**config.mk**
```make
export PLATFORM = sky130hd
export DESIGN_NAME = alu_acc_ctrl_flat
export DESIGN_NICKNAME = d
export VERILOG_FILES = /design/src/rtl/alu_acc_ctrl_if.sv /design/src/rtl/alu_acc_ctrl.sv /design/src/flat_wrapper.sv
export SDC_FILE = /design/constraint.sdc
export NUM_CORES = 1
export LEC_CHECK = 0
export ABC_AREA = 0
export CAP_MARGIN = 10
export CORE_MARGIN = 4
export CORE_UTILIZATION = 43
export CTS_CLUSTER_DIAMETER = 80
export CTS_CLUSTER_SIZE = 12
export DETAILED_ROUTE_END_ITERATION = 8
export PLACE_DENSITY = 0.85
export SYNTH_ARGS = -nofsm -noshare
export SYNTH_HDL_FRONTEND = slang
export SYNTH_SLANG_ARGS = --single-unit
export TNS_END_PERCENT = 100
```
**constraint.sdc**
```tcl
create_clock -name clk -period 1.9 [get_ports clk]
set_input_delay 0.19 -clock clk [delete_from_list [all_inputs] [get_ports clk]]
set_output_delay 0.19 -clock clk [all_outputs]
set_load 0.05 [all_outputs]
```
**src/rtl/alu_acc_ctrl_if.sv**
```systemverilog
`default_nettype none
// ============================================================================
//  Module      : alu_acc_ctrl_if
//  Description : Bundle of the command handshake, the ALU drive/return bus
//                and the accumulator status outputs of alu_acc_ctrl.
//                The slave modport is the controller; the master modport
//                is whoever issues commands and hosts the ALU.
//  Revision    : 1.0 - initial release
// ============================================================================
interface alu_acc_ctrl_if #(
    parameter int WIDTH = 16,
    parameter int CNT_W = 8
);
    // Command handshake
    logic             cmd_valid;
    logic             cmd_ready;
    logic             cmd_load;
    logic [2:0]       cmd_opc;
    logic [WIDTH-1:0] cmd_operand;
    logic             cmd_cin;
    // ALU drive and return
    logic [2:0]       alu_opc;
    logic [WIDTH-1:0] alu_a;
    logic [WIDTH-1:0] alu_b;
    logic             alu_c;
    logic [WIDTH-1:0] alu_w;
    logic             alu_zer;
    logic             alu_neg;
    // Accumulator status
    logic [WIDTH-1:0] acc;
    logic             zer_q;
    logic             neg_q;
    logic             res_valid;
    logic [CNT_W-1:0] op_count;

    modport slave (
        input  cmd_valid, cmd_load, cmd_opc, cmd_operand, cmd_cin,
        input  alu_w, alu_zer, alu_neg,
        output cmd_ready,
        output alu_opc, alu_a, alu_b, alu_c,
        output acc, zer_q, neg_q, res_valid, op_count
    );

    modport master (
        output cmd_valid, cmd_load, cmd_opc, cmd_operand, cmd_cin,
        output alu_w, alu_zer, alu_neg,
        input  cmd_ready,
        input  alu_opc, alu_a, alu_b, alu_c,
        input  acc, zer_q, neg_q, res_valid, op_count
    );
endinterface
`default_nettype wire

```
**src/rtl/alu_acc_ctrl.sv**
```systemverilog
`default_nettype none
// ============================================================================
//  Module      : alu_acc_ctrl
//  Description : Accumulator controller around an external combinational
//                16-bit ALU. Accepts one command per IDLE->EXEC->DONE pass,
//                writes the ALU result (or a bypass load value) back into
//                the accumulator and flags, then pulses res_valid.
//  Revision    : 1.0 - initial release
// ============================================================================
module alu_acc_ctrl #(
    parameter int WIDTH = 16,
    parameter int CNT_W = 8
) (
    input  wire logic      clk,
    input  wire logic      rst,
    alu_acc_ctrl_if.slave  bus
);

    typedef enum logic [1:0] {
        ST_IDLE = 2'd0,
        ST_EXEC = 2'd1,
        ST_DONE = 2'd2
    } state_t;

    state_t           state_q, state_d;

    // Command registers: drive the ALU and hold their value between commands
    logic             load_q,    load_d;
    logic [2:0]       opc_q,     opc_d;
    logic [WIDTH-1:0] operand_q, operand_d;
    logic             cin_q,     cin_d;

    // Result registers
    logic [WIDTH-1:0] acc_q,     acc_d;
    logic             zer_q,     zer_d;
    logic             neg_q,     neg_d;
    logic [CNT_W-1:0] count_q,   count_d;

    logic             w_accept;

    assign w_accept = bus.cmd_valid && (state_q == ST_IDLE);

    // Next-state and datapath-update decode
    always_comb begin
        state_d   = state_q;
        load_d    = load_q;
        opc_d     = opc_q;
        operand_d = operand_q;
        cin_d     = cin_q;
        acc_d     = acc_q;
        zer_d     = zer_q;
        neg_d     = neg_q;
        count_d   = count_q;

        case (state_q)
            ST_IDLE: begin
                if (w_accept) begin
                    load_d    = bus.cmd_load;
                    opc_d     = bus.cmd_opc;
                    operand_d = bus.cmd_operand;
                    cin_d     = bus.cmd_cin;
                    state_d   = ST_EXEC;
                end
            end
            ST_EXEC: begin
                if (load_q) begin
                    // Bypass: ALU outputs are ignored, flags derived locally
                    acc_d = operand_q;
                    zer_d = (operand_q == '0);
                    neg_d = operand_q[WIDTH-1];
                end else begin
                    acc_d = bus.alu_w;
                    zer_d = bus.alu_zer;
                    neg_d = bus.alu_neg;
                end
                state_d = ST_EXEC == state_q ? ST_DONE : ST_IDLE;
            end
            ST_DONE: begin
                count_d = count_q + CNT_W'(1);
                state_d = ST_IDLE;
            end
            default: begin
                state_d = ST_IDLE;
            end
        endcase
    end

    // State and register update; reset overrides any in-flight command
    always_ff @(posedge clk) begin
        if (rst) begin
            state_q   <= ST_IDLE;
            load_q    <= 1'b0;
            opc_q     <= 3'd0;
            operand_q <= '0;
            cin_q     <= 1'b0;
            acc_q     <= '0;
            zer_q     <= 1'b1;
            neg_q     <= 1'b0;
            count_q   <= '0;
        end else begin
            state_q   <= state_d;
            load_q    <= load_d;
            opc_q     <= opc_d;
            operand_q <= operand_d;
            cin_q     <= cin_d;
            acc_q     <= acc_d;
            zer_q     <= zer_d;
            neg_q     <= neg_d;
            count_q   <= count_d;
        end
    end

    assign bus.cmd_ready = (state_q == ST_IDLE);
    assign bus.res_valid = (state_q == ST_DONE);
    assign bus.alu_opc   = opc_q;
    assign bus.alu_a     = acc_q;
    assign bus.alu_b     = operand_q;
    assign bus.alu_c     = cin_q;
    assign bus.acc       = acc_q;
    assign bus.zer_q     = zer_q;
    assign bus.neg_q     = neg_q;
    assign bus.op_count  = count_q;

endmodule
`default_nettype wire
```
**src/flat_wrapper.sv**
```systemverilog
// flat-port wrapper written by rule: the top's interface ports become plain ports
module alu_acc_ctrl_flat 
#(
    parameter int WIDTH = 16,
    parameter int CNT_W = 8
)
  (clk, rst, bus_cmd_valid, bus_cmd_load, bus_cmd_opc, bus_cmd_operand, bus_cmd_cin, bus_alu_w, bus_alu_zer, bus_alu_neg, bus_cmd_ready, bus_alu_opc, bus_alu_a, bus_alu_b, bus_alu_c, bus_acc, bus_zer_q, bus_neg_q, bus_res_valid, bus_op_count);
  alu_acc_ctrl_if #(.WIDTH(WIDTH), .CNT_W(CNT_W)) bus_i ();
  input  wire logic clk;
  input  wire logic rst;
  input wire logic [$bits(bus_i.cmd_valid)-1:0] bus_cmd_valid;
  input wire logic [$bits(bus_i.cmd_load)-1:0] bus_cmd_load;
  input wire logic [$bits(bus_i.cmd_opc)-1:0] bus_cmd_opc;
  input wire logic [$bits(bus_i.cmd_operand)-1:0] bus_cmd_operand;
  input wire logic [$bits(bus_i.cmd_cin)-1:0] bus_cmd_cin;
  input wire logic [$bits(bus_i.alu_w)-1:0] bus_alu_w;
  input wire logic [$bits(bus_i.alu_zer)-1:0] bus_alu_zer;
  input wire logic [$bits(bus_i.alu_neg)-1:0] bus_alu_neg;
  output wire logic [$bits(bus_i.cmd_ready)-1:0] bus_cmd_ready;
  output wire logic [$bits(bus_i.alu_opc)-1:0] bus_alu_opc;
  output wire logic [$bits(bus_i.alu_a)-1:0] bus_alu_a;
  output wire logic [$bits(bus_i.alu_b)-1:0] bus_alu_b;
  output wire logic [$bits(bus_i.alu_c)-1:0] bus_alu_c;
  output wire logic [$bits(bus_i.acc)-1:0] bus_acc;
  output wire logic [$bits(bus_i.zer_q)-1:0] bus_zer_q;
  output wire logic [$bits(bus_i.neg_q)-1:0] bus_neg_q;
  output wire logic [$bits(bus_i.res_valid)-1:0] bus_res_valid;
  output wire logic [$bits(bus_i.op_count)-1:0] bus_op_count;
  assign bus_i.cmd_valid = bus_cmd_valid;
  assign bus_i.cmd_load = bus_cmd_load;
  assign bus_i.cmd_opc = bus_cmd_opc;
  assign bus_i.cmd_operand = bus_cmd_operand;
  assign bus_i.cmd_cin = bus_cmd_cin;
  assign bus_i.alu_w = bus_alu_w;
  assign bus_i.alu_zer = bus_alu_zer;
  assign bus_i.alu_neg = bus_alu_neg;
  assign bus_cmd_ready = bus_i.cmd_ready;
  assign bus_alu_opc = bus_i.alu_opc;
  assign bus_alu_a = bus_i.alu_a;
  assign bus_alu_b = bus_i.alu_b;
  assign bus_alu_c = bus_i.alu_c;
  assign bus_acc = bus_i.acc;
  assign bus_zer_q = bus_i.zer_q;
  assign bus_neg_q = bus_i.neg_q;
  assign bus_res_valid = bus_i.res_valid;
  assign bus_op_count = bus_i.op_count;
  alu_acc_ctrl #(.WIDTH(WIDTH), .CNT_W(CNT_W)) u_core (.clk(clk), .rst(rst), .bus(bus_i));
endmodule
```
* Yosys cells after proc, flatten, opt, wreduce, memory -nomap -nowiden
Cells that the tools add are included.
** Operators by class
- Add/subtract/negate cells :: 1
- Equal/unequal tests :: 4
- Multiplexer cells :: 6
- Reduce and logical (&&, ||, !) cells :: 4
** Operators by type and width (number)
- 16-bit zero test :: 1
- 16-bit two-way mux :: 1
- 8-bit by 1-bit adder with 8-bit output (second input constant) :: 1
- 2-bit two-way mux :: 2
- 2-bit one-hot mux with 2 select lines :: 1
- 1-bit by 2-bit equality test with 1-bit output (first input constant) :: 1
- 2-bit by 1-bit equality test with 1-bit output (second input constant) :: 1
- 2-bit equality test (second input constant) :: 1
- 2-bit zero test :: 1
- 1-bit two-way mux :: 2
- 2-bit by 1-bit inequality test with 1-bit output (second input constant) :: 1
- 2-bit AND reduction :: 1
- 1-bit logical AND :: 1
** Storage, ports and cells
- Register bits :: 49
- Input bits :: 42
- Output and inout port bits :: 64

* Depth between registers and ports, before layout
Gate-level depths: netlist of run 1.
- Depth in word-level cells :: 4
- Mapped depth :: 5

* Least setup slack after synthesis of run 1
OpenSTA, ideal clock, no wires.
- Kind :: register -> register
- Start point :: reg u_core.state_q[1]
- End point :: reg u_core.operand_q[15], in the netlist u_core.bus.alu_b[15]
- Library setup time :: 0.132 ns
- Arrival time :: 1.268 ns
- Required time :: 1.768 ns
- Slack :: 0.500 ns
- Stages on the path, launching flop included :: 6
- Clock period less this slack :: 1.400 ns
- Path through :: dfxtp_1 nor2_2 nand2_1 buf_2 nand2_1 a21oi_1
** Between the ends
- Cells in the longest elaborated chain, start to end :: 3
** Ends and longest elaborated chain
- start: declaration :: line alu_acc_ctrl.sv:25 : state_t state_q, state_d;
- start signal: assignment :: line alu_acc_ctrl.sv:101 : state_q <= state_d;
- 2-bit zero test (*)
- via bus_cmd_ready :: line flat_wrapper.sv:19 : output wire logic [$bits(bus_i.cmd_ready)-1:0] bus_cmd_ready;
- 1-bit logical AND :: line alu_acc_ctrl.sv:41 : assign w_accept = bus.cmd_valid && (state_q == ST_IDLE);
- 2-bit AND reduction (no line) (*)
- end signal: assignment :: line alu_acc_ctrl.sv:104 : operand_q <= operand_d;
- end: declaration :: line alu_acc_ctrl.sv:30 : logic [WIDTH-1:0] operand_q, operand_d;
The timed path passes the listed nets; every way through them passes the cells marked *.
A chain may end at the register's enable or synchronous reset.

* Worst setup path after layout of run 1
- Start point :: reg u_core.operand_q[4], in the netlist u_core.bus.alu_b[4]
- End point :: out bus_alu_b[4]
** RTL lines
- end: declaration :: line flat_wrapper.sv:22 : output wire logic [$bits(bus_i.alu_b)-1:0] bus_alu_b;
No word-level cell between the ends.

==> flow_summary.json, run 1 <==
{
  "firstDrtPassIters": 4,
  "cts_made_buffers": 5,
  "hold_slack_ns": 0.278,
  "async_flop_share_pct": 0,
  "setup_total_negative_slack_ns": 0,
  "cp_max_fo": 4,
  "dp_hpwl_um": 4390,
  "clock_latency_ns": 0.29,
  "hold_viol_final": 0,
  "p_leak_nw": 1.17,
  "cts_tree": "yes",
  "worst_slew_pin_slew_ns": 0.654,
  "syn-mean-instance-area_um2": 9.11,
  "drv_slew": 0,
  "cp.depth": 1,
  "critPathKind": "reg -> out",
  "antennaDiodeCount": 0,
  "period_minus_slack_ns": 1.80,
  "crit_path_end_kind": "output port",
  "initial_core_util_pct": 45.1,
  "power_density_nw_per_um2": 777,
  "critical_path_required_ns": 1.71,
  "finClkSkew_ns": 0.00760,
  "ir_drop_uv": 492,
  "reg2reg_depth": 4,
  "finalNonFillerCells": 392,
  "viasPerCell": 4.81,
  "die_y_um": 78.8,
  "cts_buffer_depth": 2,
  "crit_family": "buffers and inverters",
  "cts_root_buf": "clkbuf_8",
  "ys_seq_area_share_pct": 45.4,
  "synth_top_cell_area_share_pct": 45.4,
  "ys_top_cells_by_count": "dfxtp_1, nand2_1, nor2_1, a21oi_1, buf_4",
  "status": "completed",
  "max_freq_mhz": 556,
  "power_mw": 2.52,
  "grt_usage_pct": 18.5,
  "drive_above_1_share_pct": 10.5,
  "startpoint_type": "flop",
  "max-slew-margin-rel_pct": 56.3,
  "syn-num-nets": 280,
  "synthCells": 237,
  "antenna_found_initial": 0,
  "finalSetupViolations": 0,
  "ys_types": 29,
  "synthesis.area_um2": 2160,
  "slowest_stage": "clkdlybuf4s50_1",
  "die_w_um": 78.8,
  "via_count": 1887,
  "holdPathStages": 2,
  "path_cells": "clkdlybuf4s50_1",
  "areaGrowthSynthToFinish_pct": 50.3,
  "area.sequential_um2": 981,
  "hp-class": "in -> reg",
  "cp_slowest_stage_delay_ns": 0.85,
  "dieArea_um2": 6220,
  "clock_sinks": 49,
  "synth_warnings": 0,
  "globalplace.congestion": 0.793,
  "path_buf_inv": 1,
  "synth_top_area_cell": "dfxtp_1",
  "wl_per_cell_um": 14.6,
  "drtIter0Drc": 73,
  "postCtsHoldBufs": 0,
  "nNetsFinal": 367,
  "rsz0062_at_grt": "false",
  "grt_overflow_total": 0,
  "grt.busiest_layer": "met2",
  "ys.flop_type": "dfxtp_1",
  "globalRouteMet2Util_pct": 32.6,
  "ant_nets": 0,
  "place_inst": 384,
  "clkTransAtPathRegs_ns": 0.09,
  "wl_um": 5740,
  "synth_most_common_cell": "dfxtp_1",
  "multi_input_area_um2": 955,
  "grt_pass1_wl_um": 9220,
  "htreeDepth": 2,
  "drc": 0,
  "fillCellCount": 389,
  "rows": 25,
  "synth_area_leaders": "dfxtp_1, nand2_1, a211oi_2",
  "use_met3_pct": 3.29,
  "synth_seq_cells": 49,
  "io_pins": 106,
  "grt_max_degree": 30,
  "critPathArrivalTime_ns": 1.61,
  "core_area_um2": 4790,
  "numPortBuffers": 105,
  "synth_edf_count": 0,
  "finalCritPeriodShare_pct": 94.7,
  "globalRouteMet1Util_pct": 23.5,
  "drv_cap": 0,
  "grt_pass1_vias": 1896
}
area by class of cell:
class,count,share of cell area [%]
Multi-Input combinational cell,155,29.4
Timing Repair Buffer,112,34.6
Clock inverter,2,0.424
Sequential cell,49,30.2
Inverter,1,0.116
Clock buffer,6,2.55
Tap cell,67,2.58
per-stage QoR:
stage,cell area [µm²],worst slack [ns],util [%]
6_report,3240,0.101,67.8
5_1_grt,3240,0.0797,67.8
2_1_floorplan,2160,0.500,-
3_5_place_dp,3140,0.371,65.7
3_3_place_gp,3140,0.389,65.7
4_1_cts,3240,0.0497,67.7
state kept, by name, summed over array words and instances, names as in the netlist, 2 cells and up:
register and cells:
u_core.bus.acc 16, u_core.bus.alu_b 16, u_core.bus.op_count 8, u_core.bus.alu_opc 3, u_core.state_q 2
layer usage:
layer / part of all wire [%] / up-vias
met4: 1.1 / 0
li1: - / 960
met3: 5.8 / 7
met1: 44 / 860
met2: 49 / 60
met5: 0 / -
cell usage in the layout (no fill, tap or decap), drive strengths merged, types with 2 or more instances in the layout:
cell type and count:
clkdlybuf4s50 102, dfxtp 49, nand2 46, nor2 28, a21oi 21, mux2i 16, a211oi 15, buf 9
xor2 6, clkbuf 6, nand4 5, nor4 3, and3 2, nand2b 2, a311oi 2, nor2b 2
clkinv 2
what timing repair did:
action	CTS	global route
buffers inserted	0	0
setup endpoints to repair	0	1
gates resized for setup	0	1
power breakdown:
| group | switching (mW) | total, mW | internal [mW] |
|---|---|---|---|
| sequential | 0.0548 | 1.14 | 1.09 |
| combinational | 0.460 | 0.748 | 0.288 |
| clock | 0.337 | 0.632 | 0.295 |
| total | 0.851 | 2.52 | 1.67 |
logic make-up (layout without fill, tap and decap cells):
family                     Yosys count  in the layout  share of synthesized area, %
AOI/OAI and AO/OA                   40             40                          14.6
DFF                                 49             49                          45.4
muxes                               16             16                          7.42
adders and majority gates            1              1                         0.580
buffers and inverters               33            121                          10.4
xor gates and xnor gates             7              7                          2.84
and+or+nand+nor                     91             91                          18.7
final timing paths:
check / start / to / slack, ns
worst max register to register: u_core.state_q[0]$_SDFFE_PP0P_ / u_core.bus.acc[15]$_SDFFE_PP0N_ / 0.53
worst min-delay path: rst / u_core.bus.alu_b[6]$_SDFFE_PP0P_ / 0.28
worst max-delay path: u_core.bus.alu_b[4]$_SDFFE_PP0P_ / bus_alu_b[4] / 0.10
worst min register to register: u_core.bus.alu_opc[1]$_SDFFE_PP0P_ / u_core.bus.alu_opc[1]$_SDFFE_PP0P_ / 0.46
No activity file was read; power rests on OpenSTA's default activity.
==> inputs of run 2 (changes only) <==
Settings changed: PLACE_DENSITY 0.85 to 0.94.
==> flow_summary.json, run 2 (synthesized netlist as in run 1, its figures left out) <==
{
  "grt_pass1_wl_um": 9210,
  "hold_slack_ns": 0.289,
  "rsz0062_at_grt": "false",
  "dpl_worst_slack_ns": 0.431,
  "antenna_found_initial": 0,
  "areaGrowthSynthToFinish_pct": 51.4,
  "wl_um": 5850,
  "dieArea_um2": 6220,
  "path_buf_inv": 1,
  "final_common_cell": "clkdlybuf4s50_1",
  "globalplace.congestion": 0.836,
  "finalSetupViolations": 0,
  "finClkSkew_ns": 0.00230,
  "cts_root_buf": "clkbuf_8",
  "grt_pass1_vias": 1856,
  "post_cts_buffers": 0,
  "sw_frac_of_total_pct": 31.8,
  "power_density_nw_per_um2": 809,
  "critPathKind": "reg -> out",
  "ir_drop_uv": 649,
  "slowest_stage": "clkdlybuf4s50_1",
  "viasPerCell": 4.92,
  "cts_made_buffers": 5,
  "clock_sinks": 49,
  "htreeDepth": 2,
  "grt_overflow_total": 0,
  "die_w_um": 78.8,
  "antennaDiodeCount": 0,
  "place_inst": 385,
  "crit_path_end_kind": "output port",
  "p_leak_nw": 1.17,
  "path_cells": "clkdlybuf4s50_1",
  "intPower_mw": 1.80,
  "via_count": 1932,
  "grt_usage_pct": 19.0,
  "startpoint_type": "flop",
  "power_mw": 2.64,
  "ant_nets": 0,
  "cp_slowest_stage_delay_ns": 0.85,
  "critPathArrivalTime_ns": 1.60,
  "numPortBuffers": 105,
  "dp_hpwl_um": 4590,
  "fin_area_um2": 3270,
  "max-slew-margin-rel_pct": 64.5,
  "status": "completed",
  "crit_family": "buffers and inverters",
  "nNetsFinal": 368,
  "finalCritPeriodShare_pct": 94.2,
  "core_area_um2": 4790,
  "max_freq_mhz": 559,
  "p_sw_mw": 0.840,
  "hp-class": "in -> reg",
  "period_minus_slack_ns": 1.79,
  "drtIter0Drc": 56,
  "fillCellCount": 369,
  "fin_ws_ns": 0.110,
  "cp_max_fo": 4,
  "wl_per_cell_um": 14.9,
  "grt_max_degree": 23,
  "p_comb_share_pct": 28.2,
  "finalNonFillerCells": 393,
  "clockPowerShare_pct": 28.6,
  "seq_power_share_pct": 43.2,
  "postCtsHoldBufs": 0,
  "cts_buffer_depth": 2,
  "worst_slew_pin_slew_ns": 0.531,
  "hold_viol_final": 0,
  "drv_slew": 0,
  "critical_path_required_ns": 1.71,
  "die_y_um": 78.8,
  "setup_total_negative_slack_ns": 0,
  "postLayoutCoreUtil_pct": 68.3,
  "clock_latency_ns": 0.29,
  "firstDrtPassIters": 4,
  "final_cell_mix": "clkdlybuf4s50_1, dfxtp_1, nand2_1",
  "cts_tree": "yes",
  "drive_above_1_share_pct": 10.4,
  "cts_resized": 0,
  "drv_cap": 0,
  "initial_core_util_pct": 45.1,
  "placed_cell_area_um2": 3150,
  "drc": 0,
  "rows": 25,
  "clkTransAtPathRegs_ns": 0.08,
  "io_pins": 106
}
## run 2: routing by layer
| layer | vias to the layer above | wire, µm | GRT usage (%) |
|---|---|---|---|
| li1 | 959 | - | - |
| met1 | 898 | 2340 | 22.9 |
| met2 | 69 | 3080 | 34.0 |
| met3 | 6 | 332 | 3.29 |
| met4 | 0 | 92 | 6.53 |
| met5 | - | 0 | 0 |
## run 2: path summary, 6_finish.rpt
| check | startpoint | end | slack, ns | cells past startpoint |
|---|---|---|---|---|
| worst max register to register | u_core.state_q[0]$_SDFFE_PP0P_ | u_core.bus.neg_q$_SDFFE_PP0N_ | 0.54 | 4 |
| worst min register to register | u_core.bus.alu_opc[0]$_SDFFE_PP0P_ | u_core.bus.alu_opc[0]$_SDFFE_PP0P_ | 0.46 | 2 |
| worst max-delay path | u_core.bus.alu_b[6]$_SDFFE_PP0P_ | bus_alu_b[6] | 0.11 | 1 |
| worst min-delay path | rst | u_core.state_q[0]$_SDFFE_PP0P_ | 0.29 | 2 |
## run 2: power by group through the flow
stage | Combinational [mW] | Clock [mW] | Sequential (mW)
6_report | 0.746 | 0.755 | 1.14
5_1_grt | 0.782 | 0.815 | 1.15
4_1_cts | 0.752 | 0.773 | 1.14
3_5_place_dp | 0.750 | 0 | 1.17
3_3_place_gp | 0.742 | 0 | 1.16
2_1_floorplan | 0.319 | 0 | 1.34
## run 2: layout make-up
cell class / count / area [µm²] / share of cell area (%)
Clock buffer: 7 / 86.3 / 2.64
Clock inverter: 1 / 30.0 / 0.919
Inverter: 1 / 3.75 / 0.115
Multi-Input combinational cell: 155 / 955 / 29.2
Sequential cell: 49 / 981 / 30.0
Tap cell: 67 / 83.8 / 2.57
Timing Repair Buffer: 113 / 1130 / 34.5
==> inputs of run 3 (changes only) <==
Settings changed: SLEW_MARGIN set to 5.
==> results of run 3 <==
Final layout, timing and power as in run 2 (identical DEF).
==> edit (flow settings as in run 3) <==
The 3 states of `state_t` get a one-hot encoding in 3 bits.
--- a/src/rtl/alu_acc_ctrl.sv
+++ b/src/rtl/alu_acc_ctrl.sv
@@ -16,10 +16,10 @@
     alu_acc_ctrl_if.slave  bus
 );
 
-    typedef enum logic [1:0] {
-        ST_IDLE = 2'd0,
-        ST_EXEC = 2'd1,
-        ST_DONE = 2'd2
+    typedef enum logic [2:0] {
+        ST_IDLE = 3'b001,
+        ST_EXEC = 3'b010,
+        ST_DONE = 3'b100
     } state_t;
 
     state_t           state_q, state_d;
Formal check against the unedited RTL: no difference found for any inputs over 10 cycles, from zero or initial values and one cycle with rst high; not proved beyond that.
==> edit against run 3 <==
Clock skew is 1.4 ps higher. Worst hold slack better by 82 ps. Area after synthesis is 0.87% lower. Total power is 15% lower. Largest cell class unchanged. Combinational power is 28% lower. Sequential share of layout area is 0.97 points higher. Cell area is 1.1% lower. Sequential cell count is 1 higher. Wire length is 1.2% lower. Critical path depth stayed put. Setup slack hardly changed. Via count is 3.7% higher. Cell count is 1.3% higher.
==> edit: results (changes against run 3) <==
The overall routing resource usage is 0.1905 (+0.0007199). The routed wire length was 5.780 mm (-1.2%). The count of input and output buffers is 105 (unchanged). The Yosys warning count came to 0 (unchanged). The share of synthesized registers carrying an async set or reset is 0 (unchanged). The number of instances resized during post-cts repair came to 0 (unchanged). The number of max-capacitance violations reported came to 0 (unchanged).

On the critical path the largest part of the delay comes from buffers and inverters. The critical path's largest stage delay is 850 ps (about the same). The total cell area at the placement stage came to 0.003151 mm^2 (about the same).

The DRC violation total after the first TritonRoute iteration came out at 63 (+13%). The number of levels in the clock H-tree is 2 (unchanged). The maximum fanout along the worst path is 5 (+1). The clock network latency to the later pin of the worst-skew pair came out at 290 ps (about the same). The clock input transition at the sequential cells of the worst setup and hold paths is 80 ps (about the same). The most used flip-flop cell after synthesis is sky130_fd_sc_hd__dfxtp_1. The type of the tightest min-delay check is in -> reg. The remaining design rule violation count came out at 0 (unchanged). The number of antenna repair diodes is 0 (unchanged). Ranked by total cell area, the synthesized netlist is headed by sky130_fd_sc_hd__dfxtp_1, sky130_fd_sc_hd__mux2i_1, sky130_fd_sc_hd__nand2_1, sky130_fd_sc_hd__a211oi_1, sky130_fd_sc_hd__a21oi_1.

The HPWL after detailed placement is 4.418 mm (-3.7%). The clock buffer count from CTS came out at 5 (unchanged). The sequential fraction of the synthesis area is 0.4678 (+0.01334). The flow ran to the end, and the final reports show no timing, DRC or antenna violations.

The wire length of the first global-routing pass is 9.487 mm (+3.0%). The share of post-route cells with drive strength above 1 is 0.05740 (-0.04689). The data arrival time of the worst path came out at 1600 ps (about the same).

The headroom to the max-slew limit is 0.6209 (-0.02385). The maximum number of pins on one net before global-route repair is 39 (+70%). The static leakage was 0.001125 uW (-4.2%). The number of nets in the synthesized netlist is 288 (+2.9%).

The count of different cell masters after synthesis came out at 34 (+17%). By count the netlist is led by sky130_fd_sc_hd__dfxtp_1, sky130_fd_sc_hd__nand2_1, sky130_fd_sc_hd__a21oi_1, sky130_fd_sc_hd__nor2_1, sky130_fd_sc_hd__mux2i_1. The slowest stage of the critical path is the sky130_fd_sc_hd__clkdlybuf4s50_1 cell.

The detail-routed via count per cell came out at 5.033 (+2.4%). The final-stage net count is 374 (+1.6%). The number of buffers on the longest clock path is 2 (unchanged).

In this run the clock root is driven by a sky130_fd_sc_hd__clkbuf_8. The detailed-routing iteration count for the pre-antenna-repair pass is 4 (unchanged). The placer congestion estimate came to 0.8711 (+4.3%). The worst-case vdd ir drop came to 438.8 uV (-32%). The kind of capture point of the worst setup path is an output pin. The worst-case clock skew is 3.668 ps (+1.363 ps). The initial antenna violation count is 0 (unchanged). The number of post-CTS setup repair buffers came out at 0 (unchanged).
==> edit: final cells by class <==
type / count / area, um^2
sequential: 50 / 1001
clock inverter: 1 / 7.507
inverter: 2 / 7.507
fill: 414 / 1555
clock buffer: 6 / 72.57
tap: 67 / 83.83
multi-input combinational: 161 / 947.2
timing repair buffer: 111 / 1111
==> edit: cell families (layout without fill, tap and decap cells) <==
kind of cell    count (synthesis)  after routing  synth area share
simple gates                   91             91            0.1959
buf+inv                        34            120           0.09181
xor+xnor                        2              2          0.008189
fa+ha+maj                       1              1          0.005847
flops                          50             50            0.4678
mux                            21             21           0.09941
compound gates                 46             46            0.1310
==> edit: path summary, 6_finish.rpt <==
path	startpoint	to	slack [ps]	cells past startpoint
max reg2reg	u_core.state_q[2]$_SDFFE_PP0P_	u_core.bus.op_count[7]$_SDFFE_PP0P_	200	3
max	u_core.bus.alu_b[15]$_SDFFE_PP0P_	bus_alu_b[15]	110	1
min reg2reg	u_core.bus.alu_c$_SDFFE_PP0P_	u_core.bus.alu_c$_SDFFE_PP0P_	470	2
min	rst	u_core.state_q[1]$_SDFFE_PP0P_	370	2
==> edit: layer usage <==
metal	part of all wire	vias to the layer above	routed length [um]	global-route usage
li1	-	997	-	-
met1	0.43	933	2473	0.2339
met5	0	-	0	0
met2	0.51	67	2955	0.3328
met3	0.051	6	292	0.04587
met4	0.010	0	58	0.04720
==> edit: per-stage QoR <==
stage	std cells	power [uW]	setup WS, ps
2_1_floorplan	245	1481	31.45
3_3_place_gp	391	1687	245.0
3_5_place_dp	391	1701	220.2
4_1_cts	398	2270	105.7
5_1_grt	398	2348	62.81
6_report	398	2255	110.0
==> edit: report_power, final <==
group	total (uW)	switching, uW	internal [uW]
logic	536	314	221
clock network	582	329	253
registers	1140	47.0	1090
total	2260	690	1570
